===== src/rtl/fwd_scoreboard.sv =====
// Execute-stage forwarding/hazard unit: shifting scoreboard of in-flight writes, youngest-match operand select.
// Lookup is combinational (zero latency); stall holds the front end while slot 0 takes a bubble.
module fwd_scoreboard #(
  parameter int XLEN    = 32,
  parameter int NUM_SRC = 2,
  parameter int DEPTH   = 2,
  parameter int LATW    = 2,
  parameter int SELW    = $clog2(DEPTH+1)
) (
  input  logic                    clk,
  input  logic                    rst,
  input  logic                    advance,
  input  logic [DEPTH-1:0]        flush_mask,
  input  logic                    iss_valid,
  input  logic [4:0]              iss_rd,
  input  logic [LATW-1:0]         iss_lat,
  input  logic [NUM_SRC-1:0]      src_en,
  input  logic [NUM_SRC*5-1:0]    src_addr,
  input  logic [NUM_SRC*XLEN-1:0] src_rdata,
  input  logic [DEPTH*XLEN-1:0]   slot_data,
  output logic [NUM_SRC*SELW-1:0] src_sel,
  output logic [NUM_SRC*XLEN-1:0] src_fwd_data,
  output logic                    stall,
  output logic [31:0]             stall_cycles
);

  typedef struct packed {
    logic            valid;
    logic [4:0]      rd;
    logic [LATW-1:0] cnt;
  } slot_t;

  slot_t              slot_q [DEPTH];
  slot_t              slot_d [DEPTH];
  slot_t              kept   [DEPTH];
  logic [31:0]        stall_cycles_q, stall_cycles_d;
  logic [NUM_SRC-1:0] src_stall;

  // Walk oldest to youngest so the youngest matching slot has the final say.
  always_comb begin
    src_sel      = '0;
    src_fwd_data = src_rdata;
    src_stall    = '0;
    for (int i = 0; i < NUM_SRC; i++) begin
      if (src_en[i] && (src_addr[5*i +: 5] != 5'd0)) begin
        for (int k = DEPTH-1; k >= 0; k--) begin
          if (slot_q[k].valid && (slot_q[k].rd == src_addr[5*i +: 5])) begin
            if (slot_q[k].cnt == '0) begin
              src_sel[SELW*i +: SELW]      = SELW'(k+1);
              src_fwd_data[XLEN*i +: XLEN] = slot_data[XLEN*k +: XLEN];
              src_stall[i]                 = 1'b0;
            end else begin
              src_sel[SELW*i +: SELW]      = '0;
              src_fwd_data[XLEN*i +: XLEN] = src_rdata[XLEN*i +: XLEN];
              src_stall[i]                 = 1'b1;
            end
          end
        end
      end
    end
  end

  assign stall        = |src_stall;
  assign stall_cycles = stall_cycles_q;

  always_comb begin
    for (int k = 0; k < DEPTH; k++) begin
      kept[k] = slot_q[k];
      if (flush_mask[k]) kept[k].valid = 1'b0;
    end
    slot_d = kept;
    if (advance) begin
      for (int k = 1; k < DEPTH; k++) begin
        slot_d[k] = kept[k-1];
        if (kept[k-1].cnt != '0) slot_d[k].cnt = kept[k-1].cnt - LATW'(1);
      end
      slot_d[0].valid = iss_valid & (iss_rd != 5'd0) & ~stall & ~(|flush_mask);
      slot_d[0].rd    = iss_rd;
      slot_d[0].cnt   = iss_lat;
    end
    stall_cycles_d = stall_cycles_q;
    if (stall && (stall_cycles_q != 32'hFFFF_FFFF)) stall_cycles_d = stall_cycles_q + 32'd1;
  end

  always_ff @(posedge clk) begin
    if (!rst) begin
      for (int k = 0; k < DEPTH; k++) slot_q[k] <= '0;
      stall_cycles_q <= '0;
    end else begin
      for (int k = 0; k < DEPTH; k++) slot_q[k] <= slot_d[k];
      stall_cycles_q <= stall_cycles_d;
    end
  end

endmodule


===== config.mk =====
export PLATFORM = sky130hd
export DESIGN_NAME = fwd_scoreboard
export DESIGN_NICKNAME = d
export VERILOG_FILES = /design/src/rtl/fwd_scoreboard.sv
export SDC_FILE = /design/constraint.sdc
export NUM_CORES = 1
export LEC_CHECK = 0
export ABC_AREA = 1
export ABC_CLOCK_PERIOD_IN_PS = 2200
export BUFFER_PORTS_ARGS = -buffer_cell sky130_fd_sc_hd__buf_2
export CAP_MARGIN = 15
export CORE_ASPECT_RATIO = 0.9
export CORE_MARGIN = 2
export CORE_UTILIZATION = 35
export CTS_BUF_LIST = sky130_fd_sc_hd__clkbuf_4
export CTS_CLUSTER_DIAMETER = 120
export CTS_CLUSTER_SIZE = 14
export DETAILED_ROUTE_END_ITERATION = 16
export PLACE_DENSITY = 0.61
export SLEW_MARGIN = 20
export SYNTH_ARGS = -nofsm -noshare
export SYNTH_HDL_FRONTEND = slang
export SYNTH_SLANG_ARGS = --single-unit

===== constraint.sdc =====
create_clock -name clk -period 2.2 [get_ports clk]
set_input_delay 0 -clock clk [delete_from_list [all_inputs] [get_ports clk]]
set_output_delay 0 -clock clk [all_outputs]
set_load 0.02 [all_outputs]

==> run_results.csv, run 1 <==
group,metric,value,unit
layout,syn2layout_area_growth,53.6,%
critical_path,rr_worst_depth,10,
timing,worst_pin_slew,0.502,ns
critical_path,crit_buf_inv,4,
critical_path,path_class,"reg2out",
synth,synthArstFlopShare,0,%
drt,wl_per_cell,17.5,µm
global_route,grt_max_degree,55,
timing,relSlewSlack,66.3,%
timing,min_period,2.27,ns
job,maxCapViolations,0,
global_route,busiest_layer,"met2",
floorplanning,die_y,118,µm
global_route,overflow,0,
pwr,peakVddDrop,235,µV
clocking,cts_max_path_buffers,2,
synth,synth.area.mux_share,0,%
timing,timing_hold_violations_final,0,
critical_path,endpoint_kind,"primary output",
synth,yosys_warnings,0,
timing,fin_worst_skew,0.0150,ns
global_route,grtUsageMet1,38.7,%
synth,ys_top_cells_by_count,"nand2_1 (298), a21oi_1 (112), inv_1 (73), nand3_1 (73), nor2_1 (59)",
drt,via_per_inst,5.41,
timing,slew_viol_final,0,
clocking,cts_buffers,5,
critical_path,r2r_start,"stall_cycles[0]$_SDFFE_PN0P_",
drt,dr.pass1.iters,5,
timing,finalCritPeriodShare,103,%
synth,ys_ff_latch,48,
placed_design,routabilityCongestion,0.986,
synth,synthDistinctLibCells,35,
global_route,grt_pass1_wl,35600,µm
critical_path,reg2reg_to,"stall_cycles[3]$_SDFFE_PN0P_",
critical_path,worst_setup_path_start_kind,"flop",
critical_path,cp.depth,11,
drt,dr.first_iter.drc_count,623,
layout,fillers,1460,
critical_path,crit_slowest_cell,"dfxtp_2",
synth,synth_area,0.00505,mm²
critical_path,crit_path_end,"src_fwd_data[18]",
placed_design,portBuffers,253,
drt,drc,0,
timing,fin_ws,-0.0748,ns
critical_path,cp.arrival,2.27,ns
floorplanning,ios,254,
synth,synth_edf_count,0,
synth,synth_top_area_cell,"nand2_1",
synth,synth-xor-area-share,4.68,%
floorplanning,die_w,131,µm
critical_path,cpPeakStageDelay,0.37,ns
clocking,cts_tree,"built",
floorplanning,die_area,0.0154,mm²
timing,fmax,440,MHz
global_route,use_met2,45.7,%
critical_path,ff2ff_setup_slack,0.27,ns
clocking,htreeDepth,2,
critical_path,required,2.20,ns
synth,netlist.area_leader.share,22.1,%
synth,synth-adder-area-share,0.248,%
placed_design,dp_slack,0.312,ns
synth,synth_top_cells_by_area,"nand2_1 (22%), dfxtp_1 (19%), a21oi_1 (11%)",
layout,layout-drive-gt1-share,34.6,%
pwr,p_per_area,286,mW/mm²
critical_path,crit_fanout,5,
global_route,grt_pass1_vias,6745,
timing,setup_violations,6,
placed_design,hpwl,16700,µm
drt,postRouteAntennaNets,0,
synth,yosys.area_share.simple,39.2,%
clocking,clk_latency,0.38,ns
global_route,globalRouteTotalUtil,28.6,%
hold_path,hold_class,"in2reg",
synth,synth_top_family_by_area,"simple AND/OR/NAND/NOR gates",
placed_design,dpl_cell_area,0.00663,mm²
synth,synth-seq-area-share,19.0,%
drt,wl,24100,µm
critical_path,cp_cell_sequence,"nor2_2 -> nor2_2 -> nor3_2 -> nand2_2 -> nor2_4 -> buf_12 -> buf_12 -> buf_16 -> a21oi_1 -> o31ai_1 -> buf_4",
clocking,root_buffer,"clkbuf_4",
clocking,cts.sinks,48,
floorplanning,rows,41,
global_route,antenna_found_initial,1,
run_status,violations,"negative setup slack",
timing,rsz0062_at_grt,"true",
run_status,status,"complete, but fails checks",
floorplanning,initial_core_util,36.0,%
layout,design_area,0.00777,mm²
synth,synth.avg_cell_area,5.57,µm²
global_route,grt_use_met3,5.41,%
synth,synthCells,908,
synth,synth.most_common_cell,"nand2_1",
layout,nNetsFinal,1338,
clocking,clk_pin_slew,0.15,ns
synth,synth_compound_area_share,26.0,%
synth,syn_nets,1062,
critical_path,cpLargestDelayFamily,"simple AND/OR/NAND/NOR gates",
drt,num_vias,7459,
critical_path,critPathLaunch,"slot_q[0][12]$_SDFFE_PN0P_",
synth,ys.flop_type,"dfxtp_1",
pwr,leakagePower,0.00375,µW
floorplanning,coreArea,0.0141,mm²
## cells by family (layout without fill, tap and decap cells)
family / Yosys count / count (layout)
other: 0 / 1
flip-flops: 48 / 48
buffers and inverters: 137 / 413
adder cells (fa/ha/maj): 1 / 1
XOR/XNOR: 27 / 27
AND/OR/NAND/NOR: 471 / 472
AO/OA/AOI/OAI: 224 / 224
## timing repair
action | in CTS | in global routing
pin swaps | 7 | 24
setup endpoints to repair | 54 | 64
resized for setup | 35 | 150
hold endpoints to repair | 16 | 0
setup buffers | 5 | 5
gates cloned | 4 | 6
hold buffers | 18 | 0
## per-stage QoR
| step | utilization [%] | instances | hold slack (ns) | setup TNS (ns) | power (µW) |
|---|---|---|---|---|---|
| after detailed placement | 47.1 | 1332 | 0.263 | 0 | 1680 |
| after CTS | 50.6 | 1367 | 0.00498 | -0.581 | 2150 |
| after global routing | 55.3 | 1379 | 0.0140 | -3.89 | 2350 |
| final | 55.3 | 1379 | 0.0250 | -0.149 | 2220 |
| after floorplan | - | 908 | 0.135 | 0 | 1330 |
| after global placement | 47.1 | 1332 | 0.231 | 0 | 1680 |
## registers in the layout, summed over array words and instances (netlist names)
signal	flops
slot_q	16
stall_cycles	32
## where the power goes
part | switching [µW] | internal (µW)
logic | 540 | 353
clock network | 307 | 118
registers | 15.6 | 891
## layout by cell type, fill, tap and decap left out, types with 9 or more instances in the layout
| master | n |
|---|---|
| inv_1 | 71 |
| nand2_1 | 284 |
| inv_2 | 10 |
| nand2_2 | 16 |
| xor2_1 | 18 |
| o21ai_1 | 10 |
| nand3_2 | 15 |
| o31ai_2 | 9 |
| buf_12 | 9 |
| a21oi_1 | 101 |
| o31ai_1 | 22 |
| buf_6 | 26 |
| buf_2 | 214 |
| buf_4 | 46 |
| nand3_1 | 59 |
| o21ai_0 | 20 |
| dlygate4sd3_1 | 18 |
| a211oi_1 | 32 |
| nor3_1 | 16 |
| nor2_1 | 53 |
| dfxtp_1 | 39 |
## layout make-up
class,instances,area (µm²),area share (%)
well taps,193,241,3.11
repair buffers,322,2290,29.5
multi-input cells,724,3890,50.1
inverters,83,319,4.11
diodes,1,2.50,0.0322
flip-flops and latches,48,975,12.6
clock inverters,3,13.8,0.177
clock buffers,5,37.5,0.483
## routing by layer
layer  wire, µm  part of all wire (%)
met1      10400                    43
met3       2140                   8.9
met4        663                   2.7
met5          0                     0
met2      11000                    45
## worst min-delay path by stage
stage	start	endpoint	slack (ns)	cells past startpoint
floorplan	iss_lat[1]	slot_q[0][1]$_SDFFE_PN0P_	0.13	2
global placement	iss_lat[1]	slot_q[0][1]$_SDFFE_PN0P_	0.23	3
detailed placement	iss_lat[1]	slot_q[0][1]$_SDFFE_PN0P_	0.26	3
CTS	iss_valid	slot_q[0][7]$_SDFF_PN0_	0.005	4
global route	iss_valid	slot_q[0][7]$_SDFF_PN0_	0.01	4
finish	iss_valid	slot_q[0][7]$_SDFF_PN0_	0.02	4
## worst reg2reg max path, cell delays in order (launching register included)
cell      delay, ns
dfxtp_1        0.36
ha_1           0.20
nand2_2        0.08
nor2_4         0.13
nand2_2        0.11
nor2_4         0.14
nand4_1        0.09
nand3b_4       0.20
nand2_4        0.31
nand2_1        0.11
a21oi_1        0.15
Note: power is estimated with default switching activity, not from simulation.
==> run 2, diff against run 1 <==
--- a/config.mk
+++ b/config.mk
@@ -16,6 +16,7 @@
 export CTS_CLUSTER_DIAMETER = 120
 export CTS_CLUSTER_SIZE = 14
 export DETAILED_ROUTE_END_ITERATION = 16
+export HOLD_SLACK_MARGIN = 0.1
 export PLACE_DENSITY = 0.61
 export SLEW_MARGIN = 20
 export SYNTH_ARGS = -nofsm -noshare
==> run 2 against run 1 <==
Largest cell class unchanged. Highest routed layer unchanged. Final cell count up 0.22%. Total power rose by 0.22%. Via count is 0.68% higher. First-iteration DRC count up 20%. Critical path type unchanged. Non-clock buffer count grew 3. Flip-flop and latch count is the same. The run still ends with negative setup slack left. Largest power group unchanged. Critical path depth unchanged. Clock power about the same. Count of clock-buffer cells in the layout did not move.
==> run_results.csv, run 2 (synthesis results as in run 1) <==
group,metric,value,unit
timing,setup_violations,5,
clocking,cts.sinks,48,
critical_path,crit_slowest_cell,"dfxtp_2",
pwr,p_comb_share,40.3,%
drt,drc,0,
timing,relSlewSlack,66.6,%
clocking,htreeDepth,2,
run_status,status,"complete, but fails checks",
timing,fin_ws,-0.0676,ns
floorplanning,initial_core_util,36.0,%
floorplanning,rows,41,
placed_design,dp_slack,0.312,ns
global_route,grt_pass1_wl,35700,µm
drt,postRouteAntennaNets,0,
clocking,cts_max_path_buffers,2,
drt,wl,24200,µm
floorplanning,coreArea,0.0141,mm²
floorplanning,die_area,0.0154,mm²
critical_path,reg2reg_to,"stall_cycles[3]$_SDFFE_PN0P_",
critical_path,crit_fanout,5,
drt,wl_per_cell,17.5,µm
global_route,overflow,0,
hold_path,hold_class,"in2out",
pwr,p_per_area,286,mW/mm²
floorplanning,die_y,118,µm
layout,layout-drive-gt1-share,34.5,%
drt,dr.first_iter.drc_count,750,
placed_design,dpl_cell_area,0.00663,mm²
critical_path,cp.arrival,2.27,ns
clocking,clk_latency,0.39,ns
timing,finalCritPeriodShare,103,%
layout,syn2layout_area_growth,54.2,%
critical_path,cp_cell_sequence,"nor2_2 -> nor2_2 -> nor3_2 -> nand2_2 -> nor2_4 -> buf_12 -> buf_12 -> buf_16 -> a21oi_1 -> o31ai_1 -> buf_4",
timing,worst_pin_slew,0.497,ns
critical_path,worst_setup_path_start_kind,"flop",
layout,post-route-util,55.5,%
critical_path,endpoint_kind,"primary output",
pwr,seq_power_share,40.7,%
timing,rsz0062_at_grt,"true",
critical_path,rr_worst_depth,10,
critical_path,path_class,"reg2out",
global_route,globalRouteTotalUtil,28.7,%
global_route,antenna_found_initial,1,
global_route,grt_pass1_vias,6762,
pwr,swShare,38.7,%
timing,min_period,2.27,ns
layout,largest_reg_flops,32,
drt,num_vias,7510,
layout,layout_common_cells,"nand2_1 (284), buf_2 (214), a21oi_1 (101)",
critical_path,r2r_start,"stall_cycles[0]$_SDFFE_PN0P_",
drt,via_per_inst,5.43,
floorplanning,ios,254,
pwr,leakagePower,0.00376,µW
layout,fillers,1454,
pwr,p_clk_share,19.1,%
layout,final_common_cell,"nand2_1",
pwr,p_sw,863,µW
pwr,intPower,1370,µW
timing,slew_viol_final,0,
critical_path,cpPeakStageDelay,0.37,ns
layout,nNetsFinal,1341,
job,maxCapViolations,0,
placed_design,portBuffers,253,
clocking,root_buffer,"clkbuf_4",
layout,design_area,0.00780,mm²
clocking,cts_tree,"built",
critical_path,required,2.20,ns
critical_path,critPathLaunch,"slot_q[0][12]$_SDFFE_PN0P_",
clocking,cts_buffers,5,
run_status,violations,"negative setup slack",
global_route,grt_max_degree,55,
drt,dr.pass1.iters,7,
timing,fin_worst_skew,0.0183,ns
timing,timing_hold_violations_final,0,
clocking,clk_pin_slew,0.14,ns
pwr,peakVddDrop,233,µV
placed_design,routabilityCongestion,0.986,
timing,fmax,441,MHz
critical_path,crit_path_end,"src_fwd_data[18]",
critical_path,ff2ff_setup_slack,0.27,ns
placed_design,hpwl,16700,µm
floorplanning,die_w,131,µm
[run 2: changes by cell type in the layout (fill, tap and decap cells not counted)]
cell | before | now
dlygate4sd3_1 | 18 | 21
[run 2: layout make-up]
type,instances,area [µm²],area share (%)
diodes,1,2.50,0.0321
clock buffers,5,37.5,0.481
clock inverters,3,13.8,0.177
inverters,83,319,4.09
multi-input cells,724,3890,49.9
flip-flops and latches,48,975,12.5
well taps,193,241,3.10
repair buffers,325,2320,29.8
[run 2: layer usage]
layer | vias to the layer above | share of wire, % | GRT usage [%]
met1 | 3450 | 43 | 38.6
met4 | 0 | 3.1 | 8.98
met3 | 73 | 8.8 | 5.45
met2 | 388 | 45 | 46.0
li1 | 3599 | - | -
met5 | - | 0 | 0
[run 2: worst min path at each step]
stage                                endpoint  cells past startpoint          start  slack [ns]
floorplan           slot_q[0][1]$_SDFFE_PN0P_                      2     iss_lat[1]        0.13
global placement    slot_q[0][1]$_SDFFE_PN0P_                      3     iss_lat[1]        0.23
detailed placement  slot_q[0][1]$_SDFFE_PN0P_                      3     iss_lat[1]        0.26
CTS                          src_fwd_data[15]                      4  src_rdata[15]        0.34
global route                 src_fwd_data[41]                      4  src_rdata[41]        0.33
finish                       src_fwd_data[39]                      4  src_rdata[39]        0.32
[run 2: per-stage QoR]
step	total power [µW]	cells	setup TNS (ns)	hold slack (ns)
6_report	2230	1382	-0.119	0.316
5_1_grt	2350	1382	-3.89	0.329
4_1_cts	2150	1370	-0.581	0.335
3_5_place_dp	1680	1332	0	0.263
3_3_place_gp	1680	1332	0	0.231
2_1_floorplan	1330	908	0	0.135
[run 2: power by group through the flow]
stage                     Clock [µW]  Sequential, µW  Combinational, µW
after detailed placement           0             923                753
after floorplan                    0             920                410
after global placement             0             923                757
after CTS                        442             905                803
final                            425             906                897
after global routing             475             911                967
[run 2: worst max-delay path: cells and delay by family (launching register included)]
kind | cells | cell delay (ns)
AND/OR/NAND/NOR | 5 | 0.60
buffers and inverters | 4 | 0.58
flip-flops | 1 | 0.37
AO/OA/AOI/OAI | 2 | 0.34
[run 2: what timing repair did]
| action | in CTS | in global routing |
|---|---|---|
| setup buffers | 5 | 5 |
| cloned | 4 | 6 |
| hold buffers | 21 | 0 |
| pin swaps | 7 | 24 |
| resized for setup | 35 | 150 |
| endpoints found under the setup margin | 54 | 64 |
| hold endpoints to repair | 16 | 0 |
